===== src/rtl/p2s_tx_scheduler_if.sv =====
// Request/serial bundle between the word producers and the shared transmit lane.
// The scheduler takes the slave view; the producers drive through the master view.
interface p2s_tx_scheduler_if #(
  parameter int N_REQ = 4,
  parameter int WIDTH = 8
);
  localparam int OW = (N_REQ > 2) ? $clog2(N_REQ) : 1;

  logic [N_REQ-1:0]       req;
  logic [N_REQ*WIDTH-1:0] data_in;
  logic [N_REQ-1:0]       grant;
  logic                   sout;
  logic                   VO;
  logic                   frame_start;
  logic                   OK;
  logic                   busy;
  logic [OW-1:0]          owner;

  modport master (
    output req, data_in,
    input  grant, sout, VO, frame_start, OK, busy, owner
  );

  modport slave (
    input  req, data_in,
    output grant, sout, VO, frame_start, OK, busy, owner
  );
endinterface


===== src/rtl/p2s_tx_scheduler.sv =====
// Round-robin scheduler that serialises one requester's word at a time, MSB first,
// with a programmable idle gap after every frame.
module p2s_tx_scheduler #(
  parameter int N_REQ = 4,
  parameter int WIDTH = 8,
  parameter int GAP   = 1
) (
  input logic               ck,
  input logic               reset,
  p2s_tx_scheduler_if.slave bus
);
  localparam int OW = (N_REQ > 2) ? $clog2(N_REQ) : 1;
  localparam int CW = $clog2(WIDTH) + 1;
  localparam logic [CW-1:0] CNT_LAST = CW'(WIDTH - 1);
  localparam logic [3:0]    GAP_LAST = 4'((GAP > 0) ? (GAP - 1) : 0);
  localparam logic [OW:0]   N_REQ_W  = (OW + 1)'(N_REQ);

  typedef enum logic [2:0] {
    S_IDLE  = 3'b001,
    S_SHIFT = 3'b010,
    S_GAP   = 3'b100
  } state_t;

  state_t           state_q, state_d;
  logic [WIDTH-1:0] shreg_q, shreg_d;
  logic [CW-1:0]    cnt_q, cnt_d;
  logic [3:0]       gap_q, gap_d;
  logic [OW-1:0]    ptr_q, ptr_d;
  logic [OW-1:0]    owner_q, owner_d;
  logic [N_REQ-1:0] grant_q, grant_d;
  logic             ok_q, ok_d;

  logic [2*N_REQ-1:0] req_dbl;
  logic [N_REQ-1:0]   req_rot;
  logic [OW-1:0]      sel_off;
  logic [OW:0]        sel_sum;
  logic [OW:0]        nxt_sum;
  logic [OW-1:0]      sel_idx;
  logic [OW-1:0]      sel_next;
  logic               sel_found;
  logic [WIDTH-1:0]   sel_word;
  logic               vo_w;

  // Rotate requests so bit 0 is the pointer position; the lowest set bit of the
  // rotated vector is the winner, and its offset is added back modulo N_REQ.
  always_comb begin
    req_dbl   = {bus.req, bus.req};
    req_rot   = N_REQ'(req_dbl >> ptr_q);
    sel_found = 1'b0;
    sel_off   = '0;
    for (int d = N_REQ - 1; d >= 0; d--) begin
      if (req_rot[d]) begin
        sel_found = 1'b1;
        sel_off   = OW'(d);
      end
    end
    sel_sum  = {1'b0, ptr_q} + {1'b0, sel_off};
    sel_idx  = (sel_sum >= N_REQ_W) ? OW'(sel_sum - N_REQ_W) : sel_sum[OW-1:0];
    nxt_sum  = {1'b0, sel_idx} + (OW + 1)'(1);
    sel_next = (nxt_sum >= N_REQ_W) ? OW'(nxt_sum - N_REQ_W) : nxt_sum[OW-1:0];
    sel_word = '0;
    for (int i = 0; i < N_REQ; i++) begin
      if (sel_idx == OW'(i)) begin
        sel_word = bus.data_in[i*WIDTH +: WIDTH];
      end
    end
  end

  always_comb begin
    state_d = state_q;
    shreg_d = shreg_q;
    cnt_d   = cnt_q;
    gap_d   = gap_q;
    ptr_d   = ptr_q;
    owner_d = owner_q;
    grant_d = '0;
    ok_d    = 1'b0;
    case (state_q)
      S_IDLE: begin
        if (sel_found) begin
          state_d = S_SHIFT;
          shreg_d = sel_word;
          owner_d = sel_idx;
          ptr_d   = sel_next;
          cnt_d   = '0;
          grant_d = N_REQ'(1) << sel_idx;
        end
      end
      S_SHIFT: begin
        shreg_d = {shreg_q[WIDTH-2:0], 1'b0};
        cnt_d   = cnt_q + CW'(1);
        if (cnt_q == CNT_LAST) begin
          ok_d  = 1'b1;
          cnt_d = '0;
          gap_d = '0;
          if (GAP > 0) begin
            state_d = S_GAP;
          end else begin
            state_d = S_IDLE;
          end
        end
      end
      S_GAP: begin
        if (gap_q == GAP_LAST) begin
          state_d = S_IDLE;
          gap_d   = '0;
        end else begin
          gap_d = gap_q + 4'd1;
        end
      end
      default: begin
        state_d = S_IDLE;
      end
    endcase
  end

  always_ff @(posedge ck) begin
    if (reset) begin
      state_q <= S_IDLE;
      shreg_q <= '0;
      cnt_q   <= '0;
      gap_q   <= '0;
      ptr_q   <= '0;
      owner_q <= '0;
      grant_q <= '0;
      ok_q    <= 1'b0;
    end else begin
      state_q <= state_d;
      shreg_q <= shreg_d;
      cnt_q   <= cnt_d;
      gap_q   <= gap_d;
      ptr_q   <= ptr_d;
      owner_q <= owner_d;
      grant_q <= grant_d;
      ok_q    <= ok_d;
    end
  end

  assign vo_w            = (state_q == S_SHIFT);
  assign bus.VO          = vo_w;
  assign bus.sout        = vo_w & shreg_q[WIDTH-1];
  assign bus.frame_start = vo_w & (cnt_q == '0);
  assign bus.grant       = grant_q;
  assign bus.OK          = ok_q;
  assign bus.busy        = (state_q != S_IDLE);
  assign bus.owner       = owner_q;
endmodule


===== src/flat_wrapper.sv =====
// flat-port wrapper written by rule: the top's interface ports become plain ports
module p2s_tx_scheduler_flat 
#(
  parameter int N_REQ = 4,
  parameter int WIDTH = 8,
  parameter int GAP   = 1
)
  (ck, reset, bus_req, bus_data_in, bus_grant, bus_sout, bus_VO, bus_frame_start, bus_OK, bus_busy, bus_owner);
  p2s_tx_scheduler_if #(.N_REQ(N_REQ), .WIDTH(WIDTH)) bus_i ();
  input logic ck;
  input logic reset;
  input wire logic [$bits(bus_i.req)-1:0] bus_req;
  input wire logic [$bits(bus_i.data_in)-1:0] bus_data_in;
  output wire logic [$bits(bus_i.grant)-1:0] bus_grant;
  output wire logic [$bits(bus_i.sout)-1:0] bus_sout;
  output wire logic [$bits(bus_i.VO)-1:0] bus_VO;
  output wire logic [$bits(bus_i.frame_start)-1:0] bus_frame_start;
  output wire logic [$bits(bus_i.OK)-1:0] bus_OK;
  output wire logic [$bits(bus_i.busy)-1:0] bus_busy;
  output wire logic [$bits(bus_i.owner)-1:0] bus_owner;
  assign bus_i.req = bus_req;
  assign bus_i.data_in = bus_data_in;
  assign bus_grant = bus_i.grant;
  assign bus_sout = bus_i.sout;
  assign bus_VO = bus_i.VO;
  assign bus_frame_start = bus_i.frame_start;
  assign bus_OK = bus_i.OK;
  assign bus_busy = bus_i.busy;
  assign bus_owner = bus_i.owner;
  p2s_tx_scheduler #(.N_REQ(N_REQ), .WIDTH(WIDTH), .GAP(GAP)) u_core (.ck(ck), .reset(reset), .bus(bus_i));
endmodule

===== config.mk =====
export PLATFORM = sky130hd
export DESIGN_NAME = p2s_tx_scheduler_flat
export DESIGN_NICKNAME = d
export VERILOG_FILES = /design/src/rtl/p2s_tx_scheduler_if.sv /design/src/rtl/p2s_tx_scheduler.sv /design/src/flat_wrapper.sv
export SDC_FILE = /design/constraint.sdc
export NUM_CORES = 1
export LEC_CHECK = 0
export ABC_AREA = 0
export CAP_MARGIN = 5
export CORE_ASPECT_RATIO = 1.2
export CORE_MARGIN = 4
export CORE_UTILIZATION = 50
export CTS_CLUSTER_DIAMETER = 60
export CTS_CLUSTER_SIZE = 28
export DETAILED_ROUTE_END_ITERATION = 8
export PLACE_DENSITY = 0.84
export SETUP_SLACK_MARGIN = 0.4
export SLEW_MARGIN = 20
export SYNTH_ARGS = -nofsm -noshare
export SYNTH_HDL_FRONTEND = slang
export SYNTH_SLANG_ARGS = --single-unit

===== constraint.sdc =====
create_clock -name ck -period 7.35 [get_ports ck]
set_input_delay 0.735 -clock ck [delete_from_list [all_inputs] [get_ports ck]]
set_output_delay 0.735 -clock ck [all_outputs]
set_load 0.01 [all_outputs]

==> metrics.md, run 1 <==
| Metric | Value |
|---|---|
| Fin nets | 302 |
| Critical path data arrival time | 4.07 ns |
| Site row count | 22 |
| Slew Viols, Final | 0 |
| Most frequent cells after synthesis | dfxtp_1, nor2_1, a21oi_1 |
| Vias per cell | 5.955 |
| Adder-Cell Fraction of Synth Area | 0.06667 |
| Final worst path period need | 3.804 ns |
| Synthesized area | 0.001689 sq mm |
| Mux share of post-synthesis cell area | 0.01333 |
| Final GP Congestion | 0.8016 |
| Hold_sp | u_core.shreg_q[1]$_SDFFE_PP0P_ |
| Net Count, Synth | 263 |
| Worst-path clk slew | 0.15 ns |
| Max-cap violation count | 0 |
| Post-synthesis compound-gate area fraction | 0.2652 |
| Detailed-route wire length per cell | 14.35 um |
| Cells after Synth | 216 |
| Core box area | 0.003166 sq mm |
| CTS Hold Bufs | 0 |
| Startpoint type of the worst setup path | input pin |
| Synth Register Bits | 28 |
| Die W | 61.06 um |
| Critical path endpoint category | register |
| Pre-antenna DRT Iters | 4 |
| CTS Sinks | 28 |
| Share of the synthesized area in the top cell type | 0.3319 |
| Cts bufs inserted | 3 |
| DR DRC count | 0 |
| Power per cell area | 295.1 mW/mm^2 |
| Number of global-route vias before repair | 1564 |
| WHS Endpoint | u_core.shreg_q[1]$_SDFFE_PP0P_ |
| Total gr overflow | 0 |
| Layout cells sized above 1 | 0.05118 |
| Post-CTS Setup Inserts | 0 |
| TritonCTS clock tree | done |
| Synth Warn # | 0 |
| Pre-CTS WS | 3.230 ns |
| Global-route wire length before repair | 6824 um |
| XOR/XNOR Fraction of Synth Area | 0 |
| Skew final | 0.002561 ns |
| Post-synthesis sequential area ratio | 0.3319 |
| Final WL | 4161 um |
| Overall Global Routing Usage | 0.1983 |
| Worst reg2reg setup slack | 4.00 ns |
| Post-Syn Area per Cell | 7.820 sq um |
| Ant. Diodes | 0 |
| R2r startpoint | u_core.ptr_q[0]$_SDFFE_PP0P_ |
| Status | finished, final reports clean |
| Final Setup Violations | 0 |
| Maximum vdd ir drop | 203.7 uV |
| Hold crit path type | reg -> reg |
| EDFF count, synth | 0 |
| CTS resizes | 0 |
| Worst Path Class, Setup | in -> reg |
| Worst-margin pin slew | 0.7302 ns |
| Root buf cell | clkbuf_4 |
| Most common flop cell mapped by yosys | dfxtp_1 |
| Clk buf depth | 2 |
| Largest family of logic cells by synthesized area | compound AO/OA/AOI/OAI gates |
| Worst setup slack after layout | 3.546 ns |
| Worst-path maximum fanout | 16 |
| Hold Path Stages | 2 |
| DP HPWL | 3213 um |
| Endpoints failing hold | 0 |
| Required time worst endpoint | 7.62 ns |
| H-Tree Depth | 1 |
| Count leader, synth | dfxtp_1 |
| Fillers | 268 |
| Final antenna-violating net count | 0 |
| Synth unique cells | 43 |
| Die area | 0.004376 sq mm |
| Fmax | 262.9 MHz |
| Initial DRC count | 90 |
| Lkg Pwr | 0.0008578 uW |
| RSZ-0062 raised after global routing | false |
| Skew-Pair Late Insertion Delay | 0.33 ns |
| Max_slew headroom | 0.5087 |
| Die Ht | 71.67 um |
| Pin count of the biggest net entering global routing | 17 |
| Synth area leaders | dfxtp_1, a221o_1, ha_1 |
| R2r worst-path depth | 13 |
| Initial antenna violation count | 0 |
| Setup TNS | 0 ns |
| Period utilization | 0.5176 |
| Ports | 49 |
| Reg-to-Reg End | u_core.shreg_q[6]$_SDFFE_PP0P_ |
| Initial core utilization | 0.5336 |
| Share of flip-flops with an asynchronous set or reset | 0 |
| Via count | 1727 |
| Post-Synth Simple-Gate Area | 0.2481 |
| Yosys top cell by area | dfxtp_1 |
| Area Overhead vs Synth | 30.74% |
| IO buf count | 48 |
==> how the worst max path moves through the flow <==
stage          startpoint                             end  cells after the start
2_1_floorplan  bus_req[2]  u_core.shreg_q[1]$_SDFFE_PP0P_                     15
3_3_place_gp   bus_req[3]  u_core.shreg_q[6]$_SDFFE_PP0P_                     14
3_5_place_dp   bus_req[3]  u_core.shreg_q[6]$_SDFFE_PP0P_                     14
4_1_cts        bus_req[3]  u_core.shreg_q[6]$_SDFFE_PP0P_                     14
5_1_grt        bus_req[2]  u_core.shreg_q[6]$_SDFFE_PP0P_                     14
6_report       bus_req[3]  u_core.shreg_q[6]$_SDFFE_PP0P_                     14
==> cell families after synthesis <==
| family | after synthesis |
|---|---|
| buf+inv | 32 |
| flops | 28 |
| compound gates | 68 |
| simple gates | 78 |
| fa+ha+maj | 9 |
| mux | 1 |
==> sequential cells by signal, indices dropped and copies added (netlist names) <==
register and cells:
u_core.cnt_q 4, u_core.bus.OK 1, u_core.gap_q 4, u_core.shreg_q 8, u_core.bus.owner 2, u_core.ptr_q 2, u_core.state_q 3, u_core.bus.grant 4
==> cell usage in the layout (no fill, tap or decap), types with 2 or more instances in the layout <==
cell             instances
nand2b_1                 5
ha_1                     9
or3_1                    2
inv_1                   16
nand2_1                 12
clkbuf_4                 3
clkdlybuf4s50_1         48
nor3_1                   6
nor2b_1                  4
nor3b_2                  2
a31oi_1                  3
o21ai_1                  7
o32a_1                   2
dfxtp_1                 28
a21oi_1                 20
o211ai_1                 2
a221oi_1                 2
nor2_1                  22
a22oi_1                  2
o21ai_0                 13
a221o_1                 13
inv_2                    2
or4_1                    2
nand3_1                 10
==> report_power, final <==
group | switching, uW | leakage [uW] | total [uW] | internal, uW
sequential | 24.1 | 0.000229 | 210 | 186
clock | 46.3 | 0.0000279 | 102 | 55.2
combinational | 171 | 0.000601 | 340 | 170
total | 241 | 0.000858 | 652 | 411
==> worst max-delay path, cell delays in order <==
cell and delay, ns:
clkdlybuf4s50_1 0.59, and3b_1 0.20, o21ai_0 0.13, o2111ai_1 0.13, ha_1 0.24, or4_1 0.51, and4_4 0.24, inv_2 0.08
ha_1 0.46, a21oi_1 0.08, o21ai_0 0.11, a221oi_1 0.09, or3_1 0.36, a21oi_1 0.11
==> cell type report <==
type | count | area, sq um | area share
Clock inverter | 1 | 30.03 | 0.01360
Timing Repair Buffer | 48 | 480.5 | 0.2176
Tap cell | 36 | 45.04 | 0.02040
Multi-Input combinational cell | 156 | 1002 | 0.4538
Clock buffer | 3 | 22.52 | 0.01020
Sequential cell | 28 | 560.5 | 0.2538
Inverter | 18 | 67.56 | 0.03059
==> stage by stage <==
stage / area (sq um) / hold WS (ns) / instances / utilization / power [uW]
2_1_floorplan: 1689 / 0.4330 / 216 / - / 464.1
3_3_place_gp: 2156 / 0.4440 / 286 / 0.6810 / 546.8
3_5_place_dp: 2156 / 0.4446 / 286 / 0.6810 / 550.9
4_1_cts: 2208 / 0.4638 / 290 / 0.6976 / 651.9
5_1_grt: 2208 / 0.4884 / 290 / 0.6976 / 698.9
6_report: 2208 / 0.4659 / 290 / 0.6976 / 651.7
==> per-layer routing <==
metal	vias to the layer above	wire length, um	track usage
li1	858	-	-
met1	809	1781	0.2434
met4	0	63	0.07470
met5	-	0	0
met3	8	193	0.03063
met2	52	2122	0.3376
Note: power is estimated with default switching activity, not from simulation.
==> run 2, diff against run 1 <==
CORE_UTILIZATION = 43   (was 50)
PLACE_DENSITY = 0.76   (was 0.84)
clock period = 3.38 ns   (was 7.35 ns; I/O delays follow)
==> run 2 against run 1 <==
Net effect: flip-flop and latch count stayed put; power grew to 2.5 times the previous value; wire length increased by 6.7%; sequential share of layout area is 2.3 points lower; clock skew barely moved; critical path depth shrank 2; global-route usage is 1.6 points lower; first-iteration DRC count rose by 33%; clock power grew to 2.6 times the previous value; critical endpoint is now u_core.shreg_q[7]$_SDFFE_PP0P_; largest power group unchanged.
==> metrics.md, run 2 (synthesized netlist as in run 1, its figures left out) <==
| Metric | Value |
|---|---|
| Initial DRC count | 120 (was 90) |
| IO buf count | 48 (unchanged) |
| Skew-Pair Late Insertion Delay | 0.28 ns (was 0.33 ns) |
| Final Setup Violations | 0 (unchanged) |
| Fmax | 340.9 MHz |
| Layout cells sized above 1 | 0.1734 (was 0.05118) |
| DR DRC count | 0 (unchanged) |
| Startpoint type of the worst setup path | register (was input pin) |
| Switching power | 593.8 uW (was 241.0 uW) |
| Site row count | 24 (was 22) |
| Worst-margin pin slew | 0.5976 ns (was 0.7302 ns) |
| Critical Path Slowest Stage Cell | or4_4 (was clkdlybuf4s50_1) |
| Commonest cells after routing, fill and taps aside | clkdlybuf4s50_1, dfxtp_1, nor2_1 (unchanged) |
| Core box area | 0.003724 sq mm (was 0.003166 sq mm) |
| Critical path cell sequence | and3b_1, o21ai_2, o2111ai_2, ha_2, or4_4, and4_4, ha_4, nor2b_4, a221o_1, a221o_1, o21ai_1, o21ai_1 (was clkdlybuf4s50_1, and3b_1, o21ai_0, o2111ai_1, ha_1, or4_1, and4_4, inv_2, ha_1, a21oi_1, o21ai_0, a221oi_1, or3_1, a21oi_1) |
| Final antenna-violating net count | 0 (unchanged) |
| H-Tree Depth | 1 (unchanged) |
| Biggest register | u_core.shreg_q (unchanged) |
| Maximum vdd ir drop | 469.8 uV (was 203.7 uV) |
| Initial antenna violation count | 0 (unchanged) |
| Hold crit path type | reg -> reg (unchanged) |
| RSZ-0062 raised after global routing | true (was false) |
| Met3 Wirelength | 192 um (was 193 um) |
| Hold_sp | u_core.shreg_q[7]$_SDFFE_PP0P_ (was u_core.shreg_q[1]$_SDFFE_PP0P_) |
| Number of buffers and inverters on the critical path | 0 (was 2) |
| Period utilization | 0.8680 |
| Number of global-route vias before repair | 1696 (was 1564) |
| Lkg Pwr | 0.0009664 uW (was 0.0008578 uW) |
| Slowest stage delay, CP | 0.49 ns (was 0.59 ns) |
| Pre-CTS WS | -0.3245 ns (was 3.230 ns) |
| Critical path endpoint category | register (unchanged) |
| Worst Path Class, Setup | reg -> reg (was in -> reg) |
| CTS Sinks | 28 (unchanged) |
| Power per cell area | 672.4 mW/mm^2 (was 295.1 mW/mm^2) |
| Pwr Total | 1646 uW (was 651.7 uW) |
| Final hold slack | 0.4622 ns (was 0.4659 ns) |
| Die W | 65.22 um (was 61.06 um) |
| WHS Endpoint | u_core.shreg_q[7]$_SDFFE_PP0P_ (was u_core.shreg_q[1]$_SDFFE_PP0P_) |
| Worst reg2reg setup slack | 0.45 ns (was 4.00 ns) |
| Die area | 0.004999 sq mm (was 0.004376 sq mm) |
| CTS Hold Bufs | 0 (unchanged) |
| Ports | 49 (unchanged) |
| R2r startpoint | u_core.ptr_q[0]$_SDFFE_PP0P_ (unchanged) |
| Final worst path period need | 2.934 ns |
| Combinational power share | 0.559 (was 0.522) |
| Fin nets | 319 (was 302) |
| Global-route wire length before repair | 7403 um (was 6824 um) |
| Worst-path clk slew | 0.10 ns (was 0.15 ns) |
| Reg power frac | 0.278 (was 0.322) |
| Root buf cell | clkbuf_8 (was clkbuf_4) |
| WL met2 | 2351 um (was 2122 um) |
| Slew Viols, Final | 0 (unchanged) |
| Required time worst endpoint | 3.56 ns (was 7.62 ns) |
| Overall Global Routing Usage | 0.1824 (was 0.1983) |
| Critical path data arrival time | 3.11 ns (was 4.07 ns) |
| Detailed-route wire length per cell | 13.75 um (was 14.35 um) |
| Ant. Diodes | 0 (unchanged) |
| Sw frac | 0.3608 (was 0.3699) |
| Pin count of the biggest net entering global routing | 17 (unchanged) |
| Cts bufs inserted | 3 (unchanged) |
| Highest metal used | met4 (unchanged) |
| Final GP Congestion | 0.8048 (was 0.8016) |
| Area Overhead vs Synth | 44.89% (was 30.74%) |
| Fillers | 343 (was 268) |
| Initial core utilization | 0.4536 (was 0.5336) |
| Max_slew headroom | 0.5974 (was 0.5087) |
| Worst-path maximum fanout | 7 (was 16) |
| Final WL | 4441 um (was 4161 um) |
| R2r worst-path depth | 12 (was 13) |
| Endpoints failing hold | 0 (unchanged) |
| TritonCTS clock tree | done (unchanged) |
| Die Ht | 76.66 um (was 71.67 um) |
| Met1 Wirelength | 1792 um (was 1781 um) |
| Clock power share | 0.162 (was 0.156) |
| Commonest non-fill, non-tap cell in the layout | clkdlybuf4s50_1 (unchanged) |
| Skew final | 0.002523 ns (was 0.002561 ns) |
| Power Internal | 1052 uW (was 410.6 uW) |
| Clk buf depth | 2 (unchanged) |
| Max reg flops | 8 (unchanged) |
| Vias per cell | 5.492 (was 5.955) |
| Worst setup slack after layout | 0.4462 ns (was 3.546 ns) |
| Hold Path Stages | 2 (unchanged) |
| Pre-antenna DRT Iters | 4 (unchanged) |
| CP top delay family | simple AND/OR/NAND/NOR gates (unchanged) |
| Reg-to-Reg End | u_core.shreg_q[7]$_SDFFE_PP0P_ (was u_core.shreg_q[6]$_SDFFE_PP0P_) |
| DP HPWL | 3279 um (was 3213 um) |
| Total gr overflow | 0 (unchanged) |
| Max-cap violation count | 0 (unchanged) |
| Status | finished, final reports clean (unchanged) |
| Via count | 1774 (was 1727) |
-- run 2: cell count changes in the layout (fill, tap and decap cells not counted), sizes merged --
cell,before,now
buf,0,19
clkbuf,3,4
clkdlybuf4s15,0,1
clkdlybuf4s50,48,44
-- run 2: metal layers --
| metal | track usage | vias up |
|---|---|---|
| li1 | - | 892 |
| met1 | 0.2140 | 834 |
| met2 | 0.3293 | 39 |
| met3 | 0.02339 | 9 |
| met4 | 0.06846 | 0 |
| met5 | 0 | - |
-- run 2: worst max path at each step --
stage / startpoint / endpoint / slack [ns] / depth (start not counted)
after floorplan: u_core.ptr_q[0]$_SDFFE_PP0P_ / u_core.shreg_q[2]$_SDFFE_PP0P_ / 0.29 / 14
after global placement: bus_req[3] / u_core.shreg_q[0]$_SDFFE_PP0P_ / -0.17 / 13
after detailed placement: bus_req[3] / u_core.shreg_q[5]$_SDFFE_PP0P_ / -0.32 / 13
after CTS: u_core.ptr_q[0]$_SDFFE_PP0P_ / u_core.shreg_q[4]$_SDFFE_PP0P_ / 0.40 / 12
after global routing: u_core.ptr_q[0]$_SDFFE_PP0P_ / u_core.shreg_q[4]$_SDFFE_PP0P_ / 0.33 / 12
final: u_core.ptr_q[0]$_SDFFE_PP0P_ / u_core.shreg_q[7]$_SDFFE_PP0P_ / 0.45 / 12
-- run 2: cell type report --
| cell class | count | area (sq um) | share of cell area |
|---|---|---|---|
| sequential | 28 | 564.3 | 0.2306 |
| clock buffer | 3 | 41.29 | 0.01687 |
| inverter | 18 | 67.56 | 0.02761 |
| timing repair buffer | 65 | 606.8 | 0.2480 |
| tap | 52 | 65.06 | 0.02658 |
| clock inverter | 1 | 30.03 | 0.01227 |
| multi-input combinational | 156 | 1072 | 0.4381 |
-- run 2: power by group through the flow --
| stage | Sequential, uW | Combinational [uW] | Clock [uW] |
|---|---|---|---|
| 5_1_grt | 470 | 1020 | 286 |
| 6_report | 458 | 921 | 267 |
| 4_1_cts | 453 | 889 | 272 |
| 2_1_floorplan | 455 | 594 | 0 |
| 3_5_place_dp | 464 | 839 | 0 |
| 3_3_place_gp | 462 | 831 | 0 |
-- run 2: worst min-delay path, delay by kind of cell, from the launching register on --
kind	cells	cell delay, ns
AO/OA/AOI/OAI	1	0.05
flip-flops	1	0.32
AND/OR/NAND/NOR	1	0.06
-- run 2: metrics by stage --
step                instance area, sq um  setup TNS [ns]    util  instances
detailed placement                  2302          -2.300  0.6183        315
floorplan                           1723               0       -        216
global placement                    2302          -1.213  0.6183        315
finish                              2447               0  0.6573        323
CTS                                 2417               0  0.6492        323
global route                        2447               0  0.6573        323
-- run 2: what timing repair did --
item,CTS,global route
pin swaps,7,16
endpoints found under the setup margin,8,8
gates resized for setup,20,9
setup buffers,4,0
==> run 3, diff against run 2 <==
ABC_AREA = 1   (was 0)
CORE_UTILIZATION = 48   (was 43)
PLACE_DENSITY = 0.79   (was 0.76)
clock period = 3.16 ns   (was 3.38 ns; I/O delays follow)
==> run 3 against run 2 <==
Net effect: first-iteration DRC count increased by 5.8%; synthesized area increased by 7.5%; synthesized cell count increased by 28%; critical path type unchanged.
==> metrics.md, run 3 <==
| Metric | Value |
|---|---|
| Die Ht | 75.37 um (was 76.66 um) |
| Yosys top cell by area | dfxtp_1 (unchanged) |
| Critical path data arrival time | 2.90 ns (was 3.11 ns) |
| Sw frac | 0.4704 (was 0.3608) |
| Final antenna-violating net count | 0 (unchanged) |
| Share of the synthesized area in the top cell type | 0.3088 (was 0.3319) |
| Commonest cells after routing, fill and taps aside | nand2_1, clkdlybuf4s50_1, nor2_1 (was clkdlybuf4s50_1, dfxtp_1, nor2_1) |
| Synth Register Bits | 28 (unchanged) |
| Number of global-route vias before repair | 1678 (was 1696) |
| Cell count after placement | 366 (was 315) |
| Slowest stage delay, CP | 0.42 ns (was 0.49 ns) |
| Maximum vdd ir drop | 440.2 uV (was 469.8 uV) |
| Total gr overflow | 0 (unchanged) |
| Combinational power share | 0.708 (was 0.559) |
| Final hold slack | 0.4814 ns (was 0.4622 ns) |
| Critical Path Slowest Stage Cell | dfxtp_4 (was or4_4) |
| Critical path cell sequence | inv_6, nand2_4, nand3_2, nand2_2, nand3_2, a21boi_2, ha_2, xor2_2, nand3b_1, nand2_2, inv_2, ha_4, nand2_1, nand2_1, o21ai_0, o21ai_0, nand2_1, nand3_1, nand2_1, nor2_1 (was and3b_1, o21ai_2, o2111ai_2, ha_2, or4_4, and4_4, ha_4, nor2b_4, a221o_1, a221o_1, o21ai_1, o21ai_1) |
| Via count | 1897 (was 1774) |
| Area of the multi-input gates | 0.001219 sq mm (was 0.001072 sq mm) |
| Synth area leaders | dfxtp_1, nand2_1, nand3_1 (was dfxtp_1, a221o_1, ha_1) |
| Worst-path maximum fanout | 8 (was 7) |
| Hold_sp | u_core.bus.owner[1]$_SDFFE_PP0P_ (was u_core.shreg_q[7]$_SDFFE_PP0P_) |
| CTS Sinks | 28 (unchanged) |
| WHS Endpoint | u_core.bus.owner[1]$_SDFFE_PP0P_ (was u_core.shreg_q[7]$_SDFFE_PP0P_) |
| EDFF count, synth | 0 (unchanged) |
| Sequential cell area | 568.0 sq um (was 564.3 sq um) |
| H-Tree Depth | 1 (unchanged) |
| Net Count, Synth | 323 (was 263) |
| Final GP Congestion | 0.8401 (was 0.8048) |
| Hold Path Stages | 2 (unchanged) |
| Synth unique cells | 33 (was 43) |
| Synth Warn # | 0 (unchanged) |
| Detailed-route wire length per cell | 11.65 um (was 13.75 um) |
| Post-Syn Area per Cell | 6.578 sq um (was 7.820 sq um) |
| Final Setup Violations | 0 (unchanged) |
| Power Internal | 1337 uW (was 1052 uW) |
| Slew Viols, Final | 0 (unchanged) |
| Clock power share | 0.087 (was 0.162) |
| Initial core utilization | 0.4997 (was 0.4536) |
| RSZ-0062 raised after global routing | true (unchanged) |
| Initial antenna violation count | 0 (unchanged) |
| Post-synthesis sequential area ratio | 0.3088 (was 0.3319) |
| Root buf cell | clkbuf_8 (unchanged) |
| Status | finished, final reports clean (unchanged) |
| Final worst path period need | 2.693 ns (was 2.934 ns) |
| Startpoint type of the worst setup path | register (unchanged) |
| Max_slew headroom | 0.6736 (was 0.5974) |
| Ports | 49 (unchanged) |
| Most used cell, CP | nand2_1 |
| TritonCTS clock tree | done (unchanged) |
| Global-route wire length before repair | 7003 um (was 7403 um) |
| Die W | 64.14 um (was 65.22 um) |
| Core box area | 0.003633 sq mm (was 0.003724 sq mm) |
| Hold crit path type | reg -> reg (unchanged) |
| Switching power | 1188 uW (was 593.8 uW) |
| R2r startpoint | u_core.ptr_q[0]$_SDFFE_PP0P_ (unchanged) |
| Cells after Synth | 276 (was 216) |
| Reg power frac | 0.205 (was 0.278) |
| Synthesized area | 0.001815 sq mm (was 0.001689 sq mm) |
| Pre-antenna DRT Iters | 4 (unchanged) |
| Initial DRC count | 127 (was 120) |
| Period utilization | 0.8521 (was 0.8680) |
| Critical path endpoint category | register (unchanged) |
| Fin nets | 370 (was 319) |
| Fmax | 371.4 MHz (was 340.9 MHz) |
| Reg-to-Reg End | u_core.shreg_q[0]$_SDFFE_PP0P_ (was u_core.shreg_q[7]$_SDFFE_PP0P_) |
| Layout cells sized above 1 | 0.1801 (was 0.1734) |
| Vias per cell | 5.072 (was 5.492) |
| Worst reg2reg setup slack | 0.47 ns (was 0.45 ns) |
| Die area | 0.004834 sq mm (was 0.004999 sq mm) |
| Worst Path Class, Setup | reg -> reg (unchanged) |
| IO buf count | 48 (unchanged) |
| Ant. Diodes | 0 (unchanged) |
| Site row count | 24 (unchanged) |
| Cts bufs inserted | 3 (unchanged) |
| Worst-path clk slew | 0.09 ns (was 0.10 ns) |
| Lkg Pwr | 0.001153 uW (was 0.0009664 uW) |
| Max reg flops | 8 (unchanged) |
| Design area | 0.002540 sq mm (was 0.002447 sq mm) |
| Required time worst endpoint | 3.37 ns (was 3.56 ns) |
| Share of flip-flops with an asynchronous set or reset | 0 (unchanged) |
| Overall Global Routing Usage | 0.1758 (was 0.1824) |
| Pin count of the biggest net entering global routing | 20 (was 17) |
| Most frequent cells after synthesis | nand2_1, nor2_1, nand3_1 (was dfxtp_1, nor2_1, a21oi_1) |
| Clk buf depth | 2 (unchanged) |
| Area Overhead vs Synth | 39.90% (was 44.89%) |
| Final WL | 4358 um (was 4441 um) |
| Power per cell area | 993.9 mW/mm^2 (was 672.4 mW/mm^2) |
| R2r worst-path depth | 20 (was 12) |
| Commonest non-fill, non-tap cell in the layout | nand2_1 (was clkdlybuf4s50_1) |
| Max-cap violation count | 0 (unchanged) |
| Count leader, synth | nand2_1 (was dfxtp_1) |
| Non-Filler Instances | 374 (was 323) |
| DP HPWL | 3144 um (was 3279 um) |
| Worst-margin pin slew | 0.4890 ns (was 0.5976 ns) |
| Biggest register | u_core.shreg_q (unchanged) |
| Skew-Pair Late Insertion Delay | 0.27 ns (was 0.28 ns) |
| Fillers | 304 (was 343) |
| DR DRC count | 0 (unchanged) |
| Endpoints failing hold | 0 (unchanged) |
| Most common flop cell mapped by yosys | dfxtp_1 (unchanged) |
| Skew final | 0.004871 ns (was 0.002523 ns) |
| Placed Area | 0.002301 sq mm (was 0.002302 sq mm) |
| CTS Hold Bufs | 0 (unchanged) |
-- run 3: per-layer routing --
layer	GRT usage	part of all wire
met5	0	0
met4	0.03521	0.0067
met3	0.03097	0.055
met2	0.3157	0.50
met1	0.2240	0.44
-- run 3: worst max-delay path by stage --
stage	from	end	slack, ns	cells after the start
3_3_place_gp	bus_req[1]	u_core.shreg_q[3]$_SDFFE_PP0P_	0.08	20
4_1_cts	bus_req[1]	u_core.shreg_q[3]$_SDFFE_PP0P_	0.41	21
5_1_grt	u_core.ptr_q[0]$_SDFFE_PP0P_	u_core.shreg_q[0]$_SDFFE_PP0P_	0.21	20
6_report	u_core.ptr_q[0]$_SDFFE_PP0P_	u_core.shreg_q[0]$_SDFFE_PP0P_	0.47	20
3_5_place_dp	bus_req[1]	u_core.shreg_q[3]$_SDFFE_PP0P_	-0.02	20
2_1_floorplan	u_core.ptr_q[1]$_SDFFE_PP0P_	u_core.shreg_q[3]$_SDFFE_PP0P_	0.55	22
-- run 3: metrics by stage --
step	util	setup TNS (ns)	total power [uW]	worst slack [ns]
after CTS	0.6515	0	2220	0.4076
after floorplan	-	0	1639	0.5522
after detailed placement	0.6333	-0.03435	1974	-0.01796
after global placement	0.6333	0	1956	0.08276
final	0.6990	0	2524	0.4674
after global routing	0.6990	0	2801	0.2085
-- run 3: layout make-up --
class	instances	area share
inverters	25	0.03990
clock buffers	4	0.02167
repair buffers	53	0.2094
flip-flops and latches	28	0.2236
well taps	52	0.02562
multi-input cells	212	0.4798
-- run 3: power groups by stage --
stage / sequential [uW] / clock, uW / combinational [uW]
2_1_floorplan: 508 / 0 / 1130
3_3_place_gp: 510 / 0 / 1450
3_5_place_dp: 511 / 0 / 1460
4_1_cts: 506 / 226 / 1490
5_1_grt: 532 / 241 / 2030
6_report: 517 / 220 / 1790
-- run 3: kinds of logic (layout without fill, tap and decap cells) --
group,count (synthesis),count (layout),synth area share
AND/OR/NAND/NOR,158,158,0.4059
buffers and inverters,36,82,0.08889
XOR/XNOR,1,1,0.004825
AO/OA/AOI/OAI,44,44,0.1296
flip-flops,28,28,0.3088
adder cells (fa/ha/maj),9,9,0.06203
-- run 3: timing repair --
action	4_1_cts	5_1_grt
buffers inserted	0	4
endpoints found under the setup margin	8	8
pin swaps	1	8
endpoints found under the hold margin	0	0
resized for setup	6	42
-- run 3: critical path: cells and delay by family (launching register included) --
family                   cells  cell delay (ns)
AND/OR/NAND/NOR             12             1.09
flip-flops                   1             0.42
XOR/XNOR                     1             0.16
adder cells (fa/ha/maj)      2             0.38
buffers and inverters        2             0.17
AO/OA/AOI/OAI                3             0.43
==> RTL change 1, RTL diff (config.mk and constraints of run 3) <==
The 3 states of `state_t` get a binary encoding in 2 bits.
--- a/src/rtl/p2s_tx_scheduler.sv
+++ b/src/rtl/p2s_tx_scheduler.sv
@@ -15,10 +15,10 @@
   localparam logic [3:0]    GAP_LAST = 4'((GAP > 0) ? (GAP - 1) : 0);
   localparam logic [OW:0]   N_REQ_W  = (OW + 1)'(N_REQ);
 
-  typedef enum logic [2:0] {
-    S_IDLE  = 3'b001,
-    S_SHIFT = 3'b010,
-    S_GAP   = 3'b100
+  typedef enum logic [1:0] {
+    S_IDLE  = 2'd0,
+    S_SHIFT = 2'd1,
+    S_GAP   = 2'd2
   } state_t;
 
   state_t           state_q, state_d;
Check against the original RTL: same outputs for any inputs over 10 cycles, from zero or initial values and one cycle with reset high; not proved beyond that.
==> RTL change 1 against run 3 <==
- design area is 6.7% lower
- total power is 6.5% higher
- sequential cell count is 1 lower
- global-route usage is 1.7 points higher
- non-clock buffer count is 5 higher
- wire length is 2.3% lower
- synthesized area is 8.3% lower
- largest cell class unchanged
- setup slack better by 0.051 ns
==> RTL change 1: results (changes against run 3) <==
status finished clean; vias in the first global route 1576 (-6.1%); First DRT Iteration DRCs 89 (-30%); worst-case reg-to-reg path depth 19 (-5.0%); CP delay by family, top buffers and inverters; gr usage total 0.1932 (+0.01746); Slowest-stage cell, CP clkdlybuf4s50_1; WL met2 2234 um (+3.4%); largest net degree at the start of global routing 16 (-20%); Final #Nets 351 (-5.1%); sequential fraction of the synthesis area 0.3248 (+0.01606); global-route wire length before repair 6699 um (-4.3%); detailed-route via count 1734 (-8.6%); WHS Endpoint u_core.gap_q[3]; top post-synthesis cells by area dfxtp_1 32%, nand2_1 17%, nand3_1 8.1%; worst vdd ir 1.135 mV (+160%); worst r2r dst u_core.shreg_q[2]; most common library cells after synthesis 76 x nand2_1, 27 x dfxtp_1, 27 x nand3_1; Hold Crit Start u_core.gap_q[3]; routed wl met3 91 um (-62%); Worst-Margin Slew 0.5724 ns (+0.08338 ns); Post-Route M1 WL 1901 um (-1.4%); fraction of layout cells with a size suffix above 1 0.1749 (-0.005207); CP max FO 9 (+1); post-synthesis net count 298 (-7.7%); worst clock skew 0.006691 ns (+0.001821 ns); leakage 1.032 nW (-11%)
-- RTL change 1: how the worst max path moves through the flow --
| stage | start | endpoint | slack (ns) | depth (start not counted) |
|---|---|---|---|---|
| after floorplan | u_core.ptr_q[0] | u_core.shreg_q[3] | 0.44 | 21 |
| after global placement | bus_req[3] | u_core.shreg_q[2] | 0.12 | 18 |
| after detailed placement | bus_req[1] | u_core.shreg_q[2] | 0.05 | 18 |
| after CTS | bus_req[2] | u_core.shreg_q[0] | 0.40 | 15 |
| after global routing | bus_req[2] | u_core.shreg_q[2] | 0.35 | 19 |
| final | bus_req[2] | u_core.shreg_q[2] | 0.52 | 18 |
-- RTL change 1: kinds of logic after synthesis --
kind of cell | Yosys count | share of synthesized area
AND/OR/NAND/NOR | 135 | 0.3496
XOR/XNOR | 4 | 0.02557
buffers and inverters | 32 | 0.08271
AO/OA/AOI/OAI | 44 | 0.1496
adder cells (fa/ha/maj) | 9 | 0.06767
flip-flops | 27 | 0.3248
-- RTL change 1: area by class of cell --
class | instances | area [sq um]
multi-input cells | 192 | 1086
well taps | 37 | 46.29
flip-flops and latches | 27 | 545.5
clock inverters | 1 | 5.005
clock buffers | 3 | 41.29
fillers | 278 | 967.2
repair buffers | 58 | 564.3
inverters | 22 | 82.58
-- RTL change 1: what timing repair did --
item | 4_1_cts | 5_1_grt
endpoints found under the setup margin | 8 | 8
hold buffers | 0 | 0
resized for setup | 4 | 29
pin swaps | 1 | 12
setup buffers | 0 | 3
-- RTL change 1: power breakdown --
| part | total [mW] | internal (mW) | switching (mW) |
|---|---|---|---|
| Combinational | 2.01 | 0.878 | 1.13 |
| Clock | 0.195 | 0.0884 | 0.107 |
| Sequential | 0.485 | 0.428 | 0.0571 |
| Total | 2.69 | 1.39 | 1.30 |
-- RTL change 1: metal layers --
| layer | global-route usage | vias up |
|---|---|---|
| met2 | 0.3423 | 24 |
| met4 | 0.04245 | 0 |
| met3 | 0.03203 | 4 |
| li1 | - | 915 |
| met5 | 0 | - |
| met1 | 0.2385 | 791 |
-- RTL change 1: metrics by stage --
step	hold slack, ns	worst slack [ns]	std cells	utilization	cell area [sq um]
2_1_floorplan	0.3851	0.4443	251	-	1667
3_3_place_gp	0.4490	0.1171	333	0.6563	2191
3_5_place_dp	0.4682	0.05376	333	0.6563	2191
4_1_cts	0.4814	0.4033	337	0.6732	2247
5_1_grt	0.5026	0.3526	340	0.7103	2371
6_report	0.4754	0.5183	340	0.7103	2371
==> RTL change 2, RTL diff (config.mk and constraints of run 3) <==
Made on the original files. `N_REQ` is set to 4 in 3 places; all go to 2.
--- a/src/rtl/p2s_tx_scheduler_if.sv
+++ b/src/rtl/p2s_tx_scheduler_if.sv
@@ -1,7 +1,7 @@
 // Request/serial bundle between the word producers and the shared transmit lane.
 // The scheduler takes the slave view; the producers drive through the master view.
 interface p2s_tx_scheduler_if #(
-  parameter int N_REQ = 4,
+  parameter int N_REQ = 2,
   parameter int WIDTH = 8
 );
   localparam int OW = (N_REQ > 2) ? $clog2(N_REQ) : 1;
--- a/src/rtl/p2s_tx_scheduler.sv
+++ b/src/rtl/p2s_tx_scheduler.sv
@@ -1,7 +1,7 @@
 // Round-robin scheduler that serialises one requester's word at a time, MSB first,
 // with a programmable idle gap after every frame.
 module p2s_tx_scheduler #(
-  parameter int N_REQ = 4,
+  parameter int N_REQ = 2,
   parameter int WIDTH = 8,
   parameter int GAP   = 1
 ) (
--- a/src/flat_wrapper.sv
+++ b/src/flat_wrapper.sv
@@ -1,7 +1,7 @@
 // flat-port wrapper written by rule: the top's interface ports become plain ports
 module p2s_tx_scheduler_flat 
 #(
-  parameter int N_REQ = 4,
+  parameter int N_REQ = 2,
   parameter int WIDTH = 8,
   parameter int GAP   = 1
 )
Ports: changed (resized bus_data_in, bus_grant, bus_owner and bus_req); port bits go from 49 to 28. The function was not compared with the original's and may differ.
==> RTL change 2 against run 3 <==
- synthesized area decreased by 31%
- sequential power decreased by 34%
- setup slack improved by 0.51 ns
- sequential cell count decreased by 4
- design area decreased by 39%
- total power decreased by 75%
- utilization decreased by 4.9 points
- final cell count decreased by 36%
- non-clock buffer count decreased by 26
- count of clock-buffer cells in the layout decreased by 1
- wire length decreased by 33%
- sequential share of layout area increased by 8.7 points
- fmax increased by 23%
==> RTL change 2: results (changes against run 3) <==
status finished clean; crit share post-route 0.6917 (-0.1604); RR Startpoint u_core.state_q[1]; placed insts 235 (-36%); routing usage on met1 0.2049 (-0.01910); worst clock skew 0.002270 ns (-0.002601 ns); CTS Buf Count 3 (unchanged); Final #Nets 233 (-37%); gr usage total 0.1795 (+0.003746); routability-driven placement congestion ratio 0.8199 (-2.4%); switch share 0.3096 (-0.1608); worst r2r dst u_core.shreg_q[6]; worst vdd ir 0.3043 mV (-31%); reg2reg setup slack 1.62 ns (+1.15 ns); leakage 0.6542 nW (-43%); post-DR vias/cell 5.248 (+3.5%); sequential fraction of the synthesis area 0.3863 (+0.07757); Crit. Startpoint u_core.state_q[2]; worst-case reg-to-reg path depth 8 (-60%); CP endpoint bus_frame_start; kind of critical path register to primary output; global-route wire length before repair 4774 um (-32%); met2 Use GR 0.3234 (+0.007624); number of gates resized after CTS 0 (-6); First DRT Iteration DRCs 43 (-66%); wire per inst 12.26 um (+5.2%); Worst-path clk slew 0.11 ns (+0.02 ns); worst relative slew slack 0.5255 (-0.1482); initial antenna violation count 0 (unchanged); M3 GR Usage 0.02326 (-0.007718); Post-CTS Setup Inserts 0 (unchanged); Routed WL 2917 um (-33%); post-synthesis net count 205 (-37%); vias in the first global route 1194 (-29%); synth unique cells 22 (-33%); Critical Path AT 1.87 ns (-1.03 ns); most common library cells after synthesis 34 x nor2_1, 33 x nand3_1, 29 x nand2_1; clock root cell clkbuf_4; fraction of layout cells with a size suffix above 1 0.07729 (-0.1028); Placement Setup Slack 1.334 ns (+1.352 ns); PortBufs 27 (-44%); Syn Inst Count 181 (-34%); post-detail-place hpwl 2170 um (-31%); CP max FO 12 (+4); Regs by FF count u_core.shreg_q x8, u_core.cnt_q x4, u_core.gap_q x4; number of diodes 0 (unchanged); fillers 231 (-24%); top post-synthesis cells by area dfxtp_1 39%, nand3_1 13%, nor2_1 10%; worst-skew pair later-pin latency 0.31 ns (+0.04 ns); largest net degree at the start of global routing 22 (+10%)
-- RTL change 2: cells by family (layout without fill, tap and decap cells) --
group | Yosys count | after routing | share of synthesized area
adders and majority gates | 4 | 4 | 0.04024
xor gates and xnor gates | 1 | 1 | 0.007044
and+or+nand+nor | 110 | 110 | 0.4064
DFF | 24 | 24 | 0.3863
buffers and inverters | 26 | 52 | 0.09054
AOI/OAI and AO/OA | 16 | 16 | 0.06941
-- RTL change 2: cell type report --
cell class | instances | share of cell area
Timing Repair Buffer | 27 | 0.1749
Multi-Input combinational cell | 131 | 0.4211
Clock buffer | 3 | 0.01457
Sequential cell | 24 | 0.3109
Tap cell | 31 | 0.02510
Inverter | 22 | 0.05344
-- RTL change 2: power by group through the flow --
| stage | logic, mW | clock network, mW | registers (mW) |
|---|---|---|---|
| finish | 0.175 | 0.127 | 0.340 |
| global route | 0.195 | 0.146 | 0.343 |
| CTS | 0.176 | 0.133 | 0.339 |
| detailed placement | 0.174 | 0 | 0.346 |
| global placement | 0.171 | 0 | 0.345 |
| floorplan | 0.115 | 0 | 0.345 |
-- RTL change 2: how the worst min path moves through the flow --
stage	start	end	slack (ns)	cells past startpoint
after floorplan	bus_data_in[0]	u_core.shreg_q[0]	0.43	2
after global placement	u_core.bus.owner	u_core.bus.owner	0.46	2
after detailed placement	u_core.bus.owner	u_core.bus.owner	0.46	2
after CTS	u_core.bus.owner	u_core.bus.owner	0.48	2
after global routing	u_core.bus.owner	u_core.bus.owner	0.52	2
final	u_core.bus.owner	u_core.bus.owner	0.48	2
-- RTL change 2: critical path, stage by stage, from the launching register on --
cell             delay, ns
dfxtp_1               0.37
inv_2                 0.08
nand3_2               0.23
nor4_1                0.28
clkdlybuf4s50_1       0.59
-- RTL change 2: metal layers --
layer / up-vias / share of wire
met2: 48 / 0.51
li1: 635 / -
met5: - / 0
met3: 4 / 0.054
met4: 0 / 0.011
met1: 562 / 0.42
-- RTL change 2: through the flow --
| step | hold WS [ns] | util | cell area (sq um) | power (mW) |
|---|---|---|---|---|
| 5_1_grt | 0.5181 | 0.6500 | 1545 | 0.6836 |
| 6_report | 0.4752 | 0.6500 | 1545 | 0.6414 |
| 3_3_place_gp | 0.4559 | 0.6405 | 1523 | 0.5159 |
| 4_1_cts | 0.4787 | 0.6500 | 1545 | 0.6480 |
| 2_1_floorplan | 0.4262 | - | 1244 | 0.4603 |
| 3_5_place_dp | 0.4601 | 0.6405 | 1523 | 0.5201 |
